`config.mk`:
```
export PLATFORM = sky130hd
export DESIGN_NAME = alu_arbiter
export DESIGN_NICKNAME = d
export VERILOG_FILES = /design/src/rtl/alu_arbiter.sv
export SDC_FILE = /design/constraint.sdc
export NUM_CORES = 1
export LEC_CHECK = 0
export ABC_AREA = 1
export CORE_MARGIN = 2
export CORE_UTILIZATION = 37
export DETAILED_ROUTE_END_ITERATION = 12
export GPL_TIMING_DRIVEN = 0
export PLACE_DENSITY = 0.8
export SLEW_MARGIN = 20
export SYNTH_ARGS = -nofsm -noshare
export SYNTH_HDL_FRONTEND = slang
export SYNTH_SLANG_ARGS = --single-unit
```
`constraint.sdc`:
```
create_clock -name clk -period 1.7 [get_ports clk]
set_input_delay 0.34 -clock clk [delete_from_list [all_inputs] [get_ports clk]]
set_output_delay 0.34 -clock clk [all_outputs]
set_load 0.01 [all_outputs]
```
`src/rtl/alu_arbiter.sv`:
```
// alu_arbiter: shares one combinational ALU between two requesters through valid/ready handshakes.
// Define ALU_ARB_FIXED_PRIO_EN for fixed priority (port 0 always wins); otherwise round-robin.
module alu_arbiter #(
   parameter int WIDTH = 32
) (
   input  logic             clk,
   input  logic             rst_n,
   input  logic             ReqValid0,
   input  logic             ReqValid1,
   output logic             ReqReady0,
   output logic             ReqReady1,
   input  logic [WIDTH-1:0] ReqOperand1_0,
   input  logic [WIDTH-1:0] ReqOperand1_1,
   input  logic [WIDTH-1:0] ReqOperand2_0,
   input  logic [WIDTH-1:0] ReqOperand2_1,
   input  logic [2:0]       ReqFunc3_0,
   input  logic [2:0]       ReqFunc3_1,
   input  logic             ReqSubsra0,
   input  logic             ReqSubsra1,
   output logic             RspValid0,
   output logic             RspValid1,
   input  logic             RspReady0,
   input  logic             RspReady1,
   output logic [WIDTH-1:0] RspResult,
   output logic [WIDTH-1:0] ALUoperand1,
   output logic [WIDTH-1:0] ALUoperand2,
   output logic [2:0]       ALUfunc3,
   output logic             ALUsubsra,
   input  logic [WIDTH-1:0] ALUresult,
   output logic             Busy
);
   typedef enum logic [1:0] {IDLE, EXEC, RESP} state_t;
   state_t state, state_n;
   logic gnt, gnt_n, any, rsp_rdy;
   logic [WIDTH-1:0] op1, op2;
   logic [2:0] f3;
   logic sub;
`ifndef ALU_ARB_FIXED_PRIO_EN
   logic last;
`endif
   assign ALUoperand1 = op1;
   assign ALUoperand2 = op2;
   assign ALUfunc3 = f3;
   assign ALUsubsra = sub;
   // state register
   always_ff @(posedge clk) begin
      if (!rst_n) state <= IDLE;
      else state <= state_n;
   end
   // grant selection, handshakes and next state
   always_comb begin
      any = ReqValid0 | ReqValid1;
`ifdef ALU_ARB_FIXED_PRIO_EN
      gnt_n = ~ReqValid0;
`else
      gnt_n = (ReqValid0 && ReqValid1) ? ~last : ReqValid1;
`endif
      rsp_rdy = gnt ? RspReady1 : RspReady0;
      ReqReady0 = (state == IDLE) && any && !gnt_n;
      ReqReady1 = (state == IDLE) && any && gnt_n;
      RspValid0 = (state == RESP) && !gnt;
      RspValid1 = (state == RESP) && gnt;
      Busy = state != IDLE;
      state_n = (state == IDLE) ? (any ? EXEC : IDLE) :
                (state == EXEC) ? RESP :
                (state == RESP && !rsp_rdy) ? RESP : IDLE;
   end
   // operand latch, result capture and round-robin pointer
   always_ff @(posedge clk) begin
      if (!rst_n) begin
         gnt <= 1'b0;
         op1 <= '0;
         op2 <= '0;
         f3 <= '0;
         sub <= 1'b0;
         RspResult <= '0;
`ifndef ALU_ARB_FIXED_PRIO_EN
         last <= 1'b1;
`endif
      end else begin
         if (state == IDLE && any) begin
            gnt <= gnt_n;
            op1 <= gnt_n ? ReqOperand1_1 : ReqOperand1_0;
            op2 <= gnt_n ? ReqOperand2_1 : ReqOperand2_0;
            f3 <= gnt_n ? ReqFunc3_1 : ReqFunc3_0;
            sub <= gnt_n ? ReqSubsra1 : ReqSubsra0;
         end
         if (state == EXEC) RspResult <= ALUresult;
`ifndef ALU_ARB_FIXED_PRIO_EN
         if (state == RESP && rsp_rdy) last <= gnt;
`endif
      end
   end
endmodule

```
Yosys cells after proc, flatten, opt, wreduce, memory -nomap -nowiden
Index checks and enable logic that the tools add are counted.
{"block": "word_totals", "ramBits": 0, "inputBits": 174, "word_cells": 35, "out_inout_bits": 105, "n_memories": 0, "mem_bits_ro": 0, "reg_bits": 104, "latch_bits": 0}
{"block": "op_classes", "n_eq_ne": 2, "mul": 0, "reduce_logical": 13, "bitwise_logic": 2, "muxes": 10, "n_shift": 0, "n_lt_le_gt_ge": 0, "div": 0, "n_addsub": 0}
{"op": "2-to-1 mux 32 bit", "n": 2}
{"op": "logical AND 1 bit", "n": 8}
{"op": "2-to-1 mux 2 bit", "n": 3}
{"op": "2-to-1 mux 1 bit", "n": 4}
{"op": "logical NOT 1 bit", "n": 3}
{"op": "2-to-1 mux 3 bit", "n": 1}
{"op": "== test 2 x 1 -> 1 bit, second input constant", "n": 1}
{"op": "== test 2 bit, second input constant", "n": 1}
{"op": "logical NOT 2 bit", "n": 1}
{"op": "nonzero test 2 bit", "n": 1}
{"op": "inverter 1 bit", "n": 1}
{"op": "bitwise OR 1 bit", "n": 1}

Longest topological paths before layout
Gate-level depths: netlist of run 1.
{"block": "logic_depth", "word_depth": 6, "depth_mapped": 8, "depth_no_buf": 6}

Least setup slack after synthesis of run 1
No wires, ideal clock.
{"block": "synth_path", "path_type": "input to output", "startpoint": "input ReqValid1", "endpoint": "output ReqReady0", "path_stages": 4, "t_arrival_ns": 1.090, "path_buffers": 2, "required_ns": 1.360, "setup_slack_ns": 0.270, "cell_sequence": "buf_4 -> o21ai_4 -> clkbuf_1 -> nor2_1"}
{"block": "synth_via", "elab_chain_cells": 4, "elab_cells_between_ends": 6, "classes_between": "mux: 1; bitwise: 1; reduce/logical: 4"}
{"item": "from (decl)", "line_no": "9", "source": "input logic ReqValid1,"}
{"item": "logical AND 1 bit", "line_no": "56", "source": "gnt_n = (ReqValid0 && ReqValid1) ? ~last : ReqValid1;"}
{"item": "2-to-1 mux 1 bit", "line_no": "56"}
{"item": "logical NOT 1 bit", "line_no": "59", "source": "ReqReady0 = (state == IDLE) && any && !gnt_n;"}
{"item": "logical AND 1 bit *", "line_no": "59"}
{"item": "to (decl)", "line_no": "10", "source": "output logic ReqReady0,"}
Every way passes the cells marked *; elsewhere a longest branch is shown, timed or not.

Worst setup path after layout of run 1
{"block": "layout_path", "startpoint": "register last", "endpoint": "output ReqReady1"}
{"block": "layout_via", "elab_chain_cells": 3}
{"item": "from (decl)", "line_no": "39", "source": "logic last;"}
{"item": "from (signal assigned)", "line_no": "90", "source": "if (state == RESP && rsp_rdy) last <= gnt;"}
{"item": "inverter 1 bit", "line_no": "56"}
{"item": "2-to-1 mux 1 bit", "line_no": "56"}
{"item": "logical AND 1 bit", "line_no": "60", "source": "ReqReady1 = (state == IDLE) && any && gnt_n;"}
{"item": "to (decl)", "line_no": "11", "source": "output logic ReqReady1,"}
No other way between the ends.

==> metrics, run 1 <==
launching element of the worst setup path last$_SDFFE_PN1P_; post-synthesis sequential element count 104; wire length of the first global-routing pass 25,040 um; clock latency at the later pin of the worst-skew pair 340 ps; Internal Dissipation 4882 uW; final-report max-slew violation count 0; via count 5,349; count of boundary I/O pins 279; Switching Power 1939 uW; maximum number of pins on one net before global-route repair 17; number of levels the H-tree was split into 3; Finish-stage setup viols 0; detailed placer's ending HPWL 12,810 um; clock-pin slew on the worst setup and hold paths 70 ps; area of the core 0.01206 sq mm; power per standard cell area 864.2 mW/mm^2; post-route standard cell area excluding fillers 0.007891 sq mm; average cell area after synthesis 6.628 sq um; CTS Root Buffer Type clkbuf_16; DR iter-0 viols 303; part of the cycle the worst path needs 95.57%; Setup crit end kind output pin; Peak Freq 615.5 MHz; Post-Place Worst Slack -1091 ps; net total in the final layout 1,154; clock buffers created by TritonCTS 9; critical-path maximum fanout 10; die span in y 115.2 um; wire length per cell after detailed routing 14.44 um; hold buffer count at cts 0; antenna viol nets, final 0; Worst Skew 6.232 ps; sequential share of power 41.0%; data required time at the worst endpoint 1360 ps; endpoint arrival time on the critical path 1280 ps; Synth-to-Final Area Change 72.56%; # clock sinks 104; starting utilization of the core area 37.91%; clock power share 30.8%; Cell variety after synth 17; die outline width 115.2 um; startpoint kind of the worst setup timing path flop; portion of the post-synthesis area used by sequential elements 45.53%; switching share of power 28.42%; result of the run finished clean; portion of total power attributed to combinational logic 28.2%; net count after synthesis 864; clock tree from TritonCTS built; proportion of layout cells with a drive suffix above 1 5.996%; DRC violation count after routing 0; worst vdd ir 0.0004081 V; post-detailed-route via-to-cell ratio 4.643; placer congestion estimate 0.8296; Setup Crit Path Kind reg -> out; path category of the worst min-delay check reg -> reg; number of buffers added on ports 277; overall power consumption 6820 uW; Tmin final 1625 ps; hold violation count in the final report 0; # rows 40; Clock Path Buffers 2; post-detailed-placement cell area 0.007556 sq mm; Worst Slack Setup Final 75.35 ps; RR Startpoint last$_SDFFE_PN1P_; cell count after synthesis 690; RSZ-0062 raised after global routing false; vias in the first global route 4,923; area enclosed by the die boundary 0.01327 sq mm; final core utilization 65.43%; count of filler cells inserted in the layout 1,119; MaxCap Viol Count 0; beginning of the worst hold path ALUoperand1[10]$_SDFFE_PN0P_; first-pass iteration count of the detailed router 4; routed wire length 16,640 um; total leakage power 0.003301 uW; actual transition at the worst max-transition pin 520.7 ps; worst slew margin relative to its limit 65.29%; area of the mapped netlist 0.004573 sq mm; final worst hold slack 463.5 ps; aggregate global routing overflow 0; Overall Global Routing Usage 24.20%; number of warnings printed during yosys synthesis 0; number of antenna violations at the first check in global routing 0; number of antenna repair diodes 0
-- synth_stat cells --
master | number | area share [%]
nor2_2 | 1 | 0.14
inv_2 | 2 | 0.16
buf_4 | 6 | 0.98
a21oi_1 | 70 | 7.7
buf_1 | 2 | 0.16
nor2_1 | 69 | 5.7
nand3_1 | 70 | 7.7
and2_1 | 1 | 0.14
inv_1 | 7 | 0.57
buf_2 | 20 | 2.2
nand2_1 | 279 | 23
o21ai_4 | 1 | 0.36
buf_6 | 1 | 0.25
o21ai_0 | 33 | 3.6
dfxtp_1 | 104 | 46
clkbuf_1 | 23 | 1.9
nand2_2 | 1 | 0.14
-- critical path, stage by stage, from the launching register on --
cell and delay, ps:
dfxtp_2 350, nand2_4 80, nand2_8 80, buf_6 130, inv_1 60, nand2_1 70, inv_1 40, buf_2 130
-- power by group through the flow --
stage	combinational, uW	sequential (uW)	clock [uW]
after floorplan	722	2940	0
after global placement	1910	2840	0
after detailed placement	1920	2850	0
after CTS	1940	2800	2130
after global routing	2110	2820	2220
final	1920	2800	2100
-- layer usage --
layer	vias up	GRT usage [%]	routed length [um]
met1	2353	27.86	6660
met2	192	42.35	8173
met5	-	0	0
li1	2778	-	-
met3	26	7.380	1425
met4	0	8.835	378
-- state kept, by name (all words and copies together), names as in the netlist --
signal / count
RspResult: 32
ALUsubsra: 1
gnt: 1
ALUoperand1: 32
last: 1
ALUfunc3: 3
state: 2
ALUoperand2: 32
-- final timing paths --
path | end | depth (start not counted) | slack, ps
setup / recovery | ReqReady1 | 7 | 80
hold / removal | ALUoperand1[10]$_SDFFE_PN0P_ | 2 | 460
setup reg to reg | ALUoperand1[6]$_SDFFE_PN0P_ | 7 | 170
hold reg to reg | ALUoperand1[10]$_SDFFE_PN0P_ | 2 | 460
-- layout by cell type, fill, tap and decap left out --
cell,netlist,routed
dlygate4sd2_1,0,2
buf_4,6,9
clkdlybuf4s50_1,0,271
and2_1,1,1
nor2_1,69,67
dfxtp_1,104,101
nor2_2,1,2
clkinv_4,0,2
clkinvlp_4,0,1
clkbuf_8,0,1
buf_6,1,1
bufinv_16,0,1
o21ai_0,33,33
inv_2,2,2
buf_2,20,23
clkdlybuf4s15_2,0,1
buf_1,2,2
clkbuf_16,0,9
nand2_1,279,278
nand2_8,0,1
nand3_1,70,70
nor2_4,0,1
a21oi_1,70,70
inv_1,7,7
o21ai_4,1,1
clkbuf_1,23,23
nand2_4,0,1
dfxtp_2,0,3
-- kinds of logic after synthesis --
| logic type | after synthesis | synth area share [%] |
|---|---|---|
| buffers and inverters | 61 | 6.211 |
| AND/OR/NAND/NOR | 421 | 36.64 |
| AO/OA/AOI/OAI | 104 | 11.63 |
| flip-flops | 104 | 45.53 |
-- per-stage QoR --
stage,cells,setup TNS [ps]
final,1152,0
after global routing,1152,0
after CTS,1152,0
after detailed placement,1135,-22440
after global placement,1135,-20720
after floorplan,690,0
-- what timing repair did --
action / CTS / global route
buffers inserted: 4 / 0
pin swaps: 1 / 0
gates resized for setup: 24 / 3
endpoints found under the setup margin: 16 / 2
-- layout make-up --
class	count	area, sq um	area share [%]
Timing Repair Buffer	281	2786	35.31
Multi-Input combinational cell	525	2238	28.37
Sequential cell	104	2086	26.43
Clock buffer	11	242.7	3.076
Buffer	50	239.0	3.028
Tap cell	168	210.2	2.664
Clock inverter	4	55.05	0.6976
Inverter	9	33.78	0.4281
(Power assumes the default switching activity.)
==> inputs of run 2 (changes only) <==
Settings changed: SETUP_SLACK_MARGIN from default to 0.3.
==> run 2 against run 1 <==
  * Maximum frequency decreased by 0.40%
  * Final area increased by 4.6%
  * Critical path depth increased by 1
  * Routed wire length increased by 1.8%
  * Utilization increased by 3.0 points
  * Clock skew increased by 4.0 ps
  * Sequential power about the same
==> metrics, run 2 (synthesized netlist as in run 1, its figures left out) <==
hold buffer count at cts 0 (unchanged); count of filler cells inserted in the layout 1,117 (-0.18%); final-report max-slew violation count 0 (unchanged); net total in the final layout 1,175 (+1.8%); vias in the first global route 4,965 (+0.85%); startpoint kind of the worst setup timing path flop; Setup crit end kind output pin; number of antenna repair diodes 0 (unchanged); number of antenna violations at the first check in global routing 0 (unchanged); area of the core 0.01206 sq mm (unchanged); Tmin final 1631 ps (+6.475 ps); wire length of the first global-routing pass 25,080 um (+0.16%); Synth-to-Final Area Change 80.52%; detailed placer's ending HPWL 12,500 um (-2.4%); total leakage power 0.003934 uW (+19%); hold violation count in the final report 0 (unchanged); DR iter-0 viols 295 (-2.6%); worst vdd ir 0.0004632 V (+14%); most common cell after layout, fill and taps aside nand2_1; actual transition at the worst max-transition pin 411.6 ps (-109.1 ps); path category of the worst min-delay check in -> reg; worst slew margin relative to its limit 72.56% (+7.3 points); top library cells by usage in the layout, fill and taps aside 261 x nand2_1, 170 x clkdlybuf4s50_1, 101 x dfxtp_1, 101 x dlygate4sd2_1, 70 x nand3_1; wire length per cell after detailed routing 14.43 um (about the same); number of levels the H-tree was split into 3 (unchanged); endpoint arrival time on the critical path 1290 ps (about the same); antenna viol nets, final 0 (unchanged); MaxCap Viol Count 0 (unchanged); Finish-stage setup viols 0 (unchanged); post-route standard cell area excluding fillers 0.008255 sq mm (+4.6%); # clock sinks 104 (unchanged); result of the run finished clean; DRC violation count after routing 0 (unchanged); die span in y 115.2 um (unchanged); routed wire length 16,940 um (+1.8%); Overall Global Routing Usage 24.26% (+0.064 points); sum of negative setup slack 0 ps (unchanged); data required time at the worst endpoint 1360 ps (about the same); clock tree from TritonCTS built; critical-path maximum fanout 2 (-8); R2R setup slack 280 ps (+110 ps); Setup Crit Path Kind reg -> out; placer congestion estimate 0.8205 (-1.1%); RSZ-0062 raised after global routing true; die outline width 115.2 um (unchanged); CTS Root Buffer Type clkbuf_16; via count 5,484 (+2.5%); # rows 40 (unchanged); aggregate global routing overflow 0 (unchanged); Worst Skew 10.21 ps (+3.983 ps); number of buffers added on ports 277 (unchanged); clock-pin slew on the worst setup and hold paths 80 ps (about the same); count of boundary I/O pins 279 (unchanged); part of the cycle the worst path needs 95.95% (+0.38 points); Clock Path Buffers 2 (unchanged); starting utilization of the core area 37.91% (unchanged); post-detailed-route via-to-cell ratio 4.671 (+0.60%); post-detailed-placement cell area 0.007557 sq mm (about the same); proportion of layout cells with a drive suffix above 1 13.62% (+7.6 points); clock latency at the later pin of the worst-skew pair 350 ps (about the same); power per standard cell area 832.8 mW/mm^2 (-3.6%); maximum number of pins on one net before global-route repair 20 (+3); area enclosed by the die boundary 0.01327 sq mm (unchanged); clock buffers created by TritonCTS 9 (unchanged); first-pass iteration count of the detailed router 4 (unchanged); Peak Freq 613.1 MHz (-0.40%)
-- run 2: layout make-up --
class                      instances  area [sq um]  share of cell area, %
inverter                           9         48.80                 0.5911
clock inverter                     7         65.06                 0.7881
sequential                       104          2088                  25.30
timing repair buffer             300          2887                  34.97
tap                              168         210.2                  2.546
clock buffer                       9         225.2                  2.728
multi-input combinational        525          2333                  28.27
buffer                            52         397.9                  4.820
-- run 2: path summary, 6_finish.rpt --
| kind | start | endpoint | cells after the start |
|---|---|---|---|
| setup reg to reg | state[1]$_SDFF_PP0_ | ALUoperand1[15]$_SDFFE_PN0P_ | 9 |
| hold / removal | rst_n | RspResult[5]$_SDFFE_PN0N_ | 3 |
| hold reg to reg | ALUoperand2[14]$_SDFFE_PN0P_ | ALUoperand2[14]$_SDFFE_PN0P_ | 2 |
| setup / recovery | last$_SDFFE_PN1P_ | ReqReady1 | 8 |
-- run 2: critical path, cell delays in order, from the launching register on --
cell	delay (ps)
dfxtp_2	340
nand2_4	80
nand2_4	50
buf_8	120
buf_6	120
inv_4	50
nand2_2	50
inv_2	50
buf_6	90
-- run 2: report_power, final --
part	total (uW)	internal, uW	switching [uW]
Clock	2040	1030	1010
Sequential	2780	2670	113
Combinational	2060	1080	981
Total	6880	4770	2100
-- run 2: what timing repair did --
action                     4_1_cts  5_1_grt
setup endpoints to repair      175       78
hold endpoints to repair         0        0
pin swaps                        4       13
gates resized for setup        165       95
cloned                           0        4
buffers inserted                11        8
-- run 2: through the flow --
stage / setup slack [ps] / utilization [%] / hold WS (ps) / cells / total power (uW)
finish: 68.87 / 68.44 / 431.8 / 1174 / 6875
global route: 26.34 / 68.44 / 448.3 / 1174 / 7228
CTS: 59.16 / 65.44 / 462.7 / 1162 / 6698
detailed placement: -1164 / 62.66 / 454.3 / 1135 / 4767
global placement: -1157 / 62.66 / 450.4 / 1135 / 4742
floorplan: 290.9 / - / 449.2 / 690 / 3667
-- run 2: per-layer routing --
layer	vias up	global-route usage [%]	part of all wire, %
met5	-	0	0
met4	0	7.470	1.7
met3	20	7.644	8.5
met2	200	42.75	49
met1	2425	28.11	41
li1	2839	-	-
==> inputs of run 3 (changes only) <==
Settings changed: CAP_MARGIN from default to 40.
==> results of run 3 <==
Final layout, timing and power as in run 2 (identical DEF).
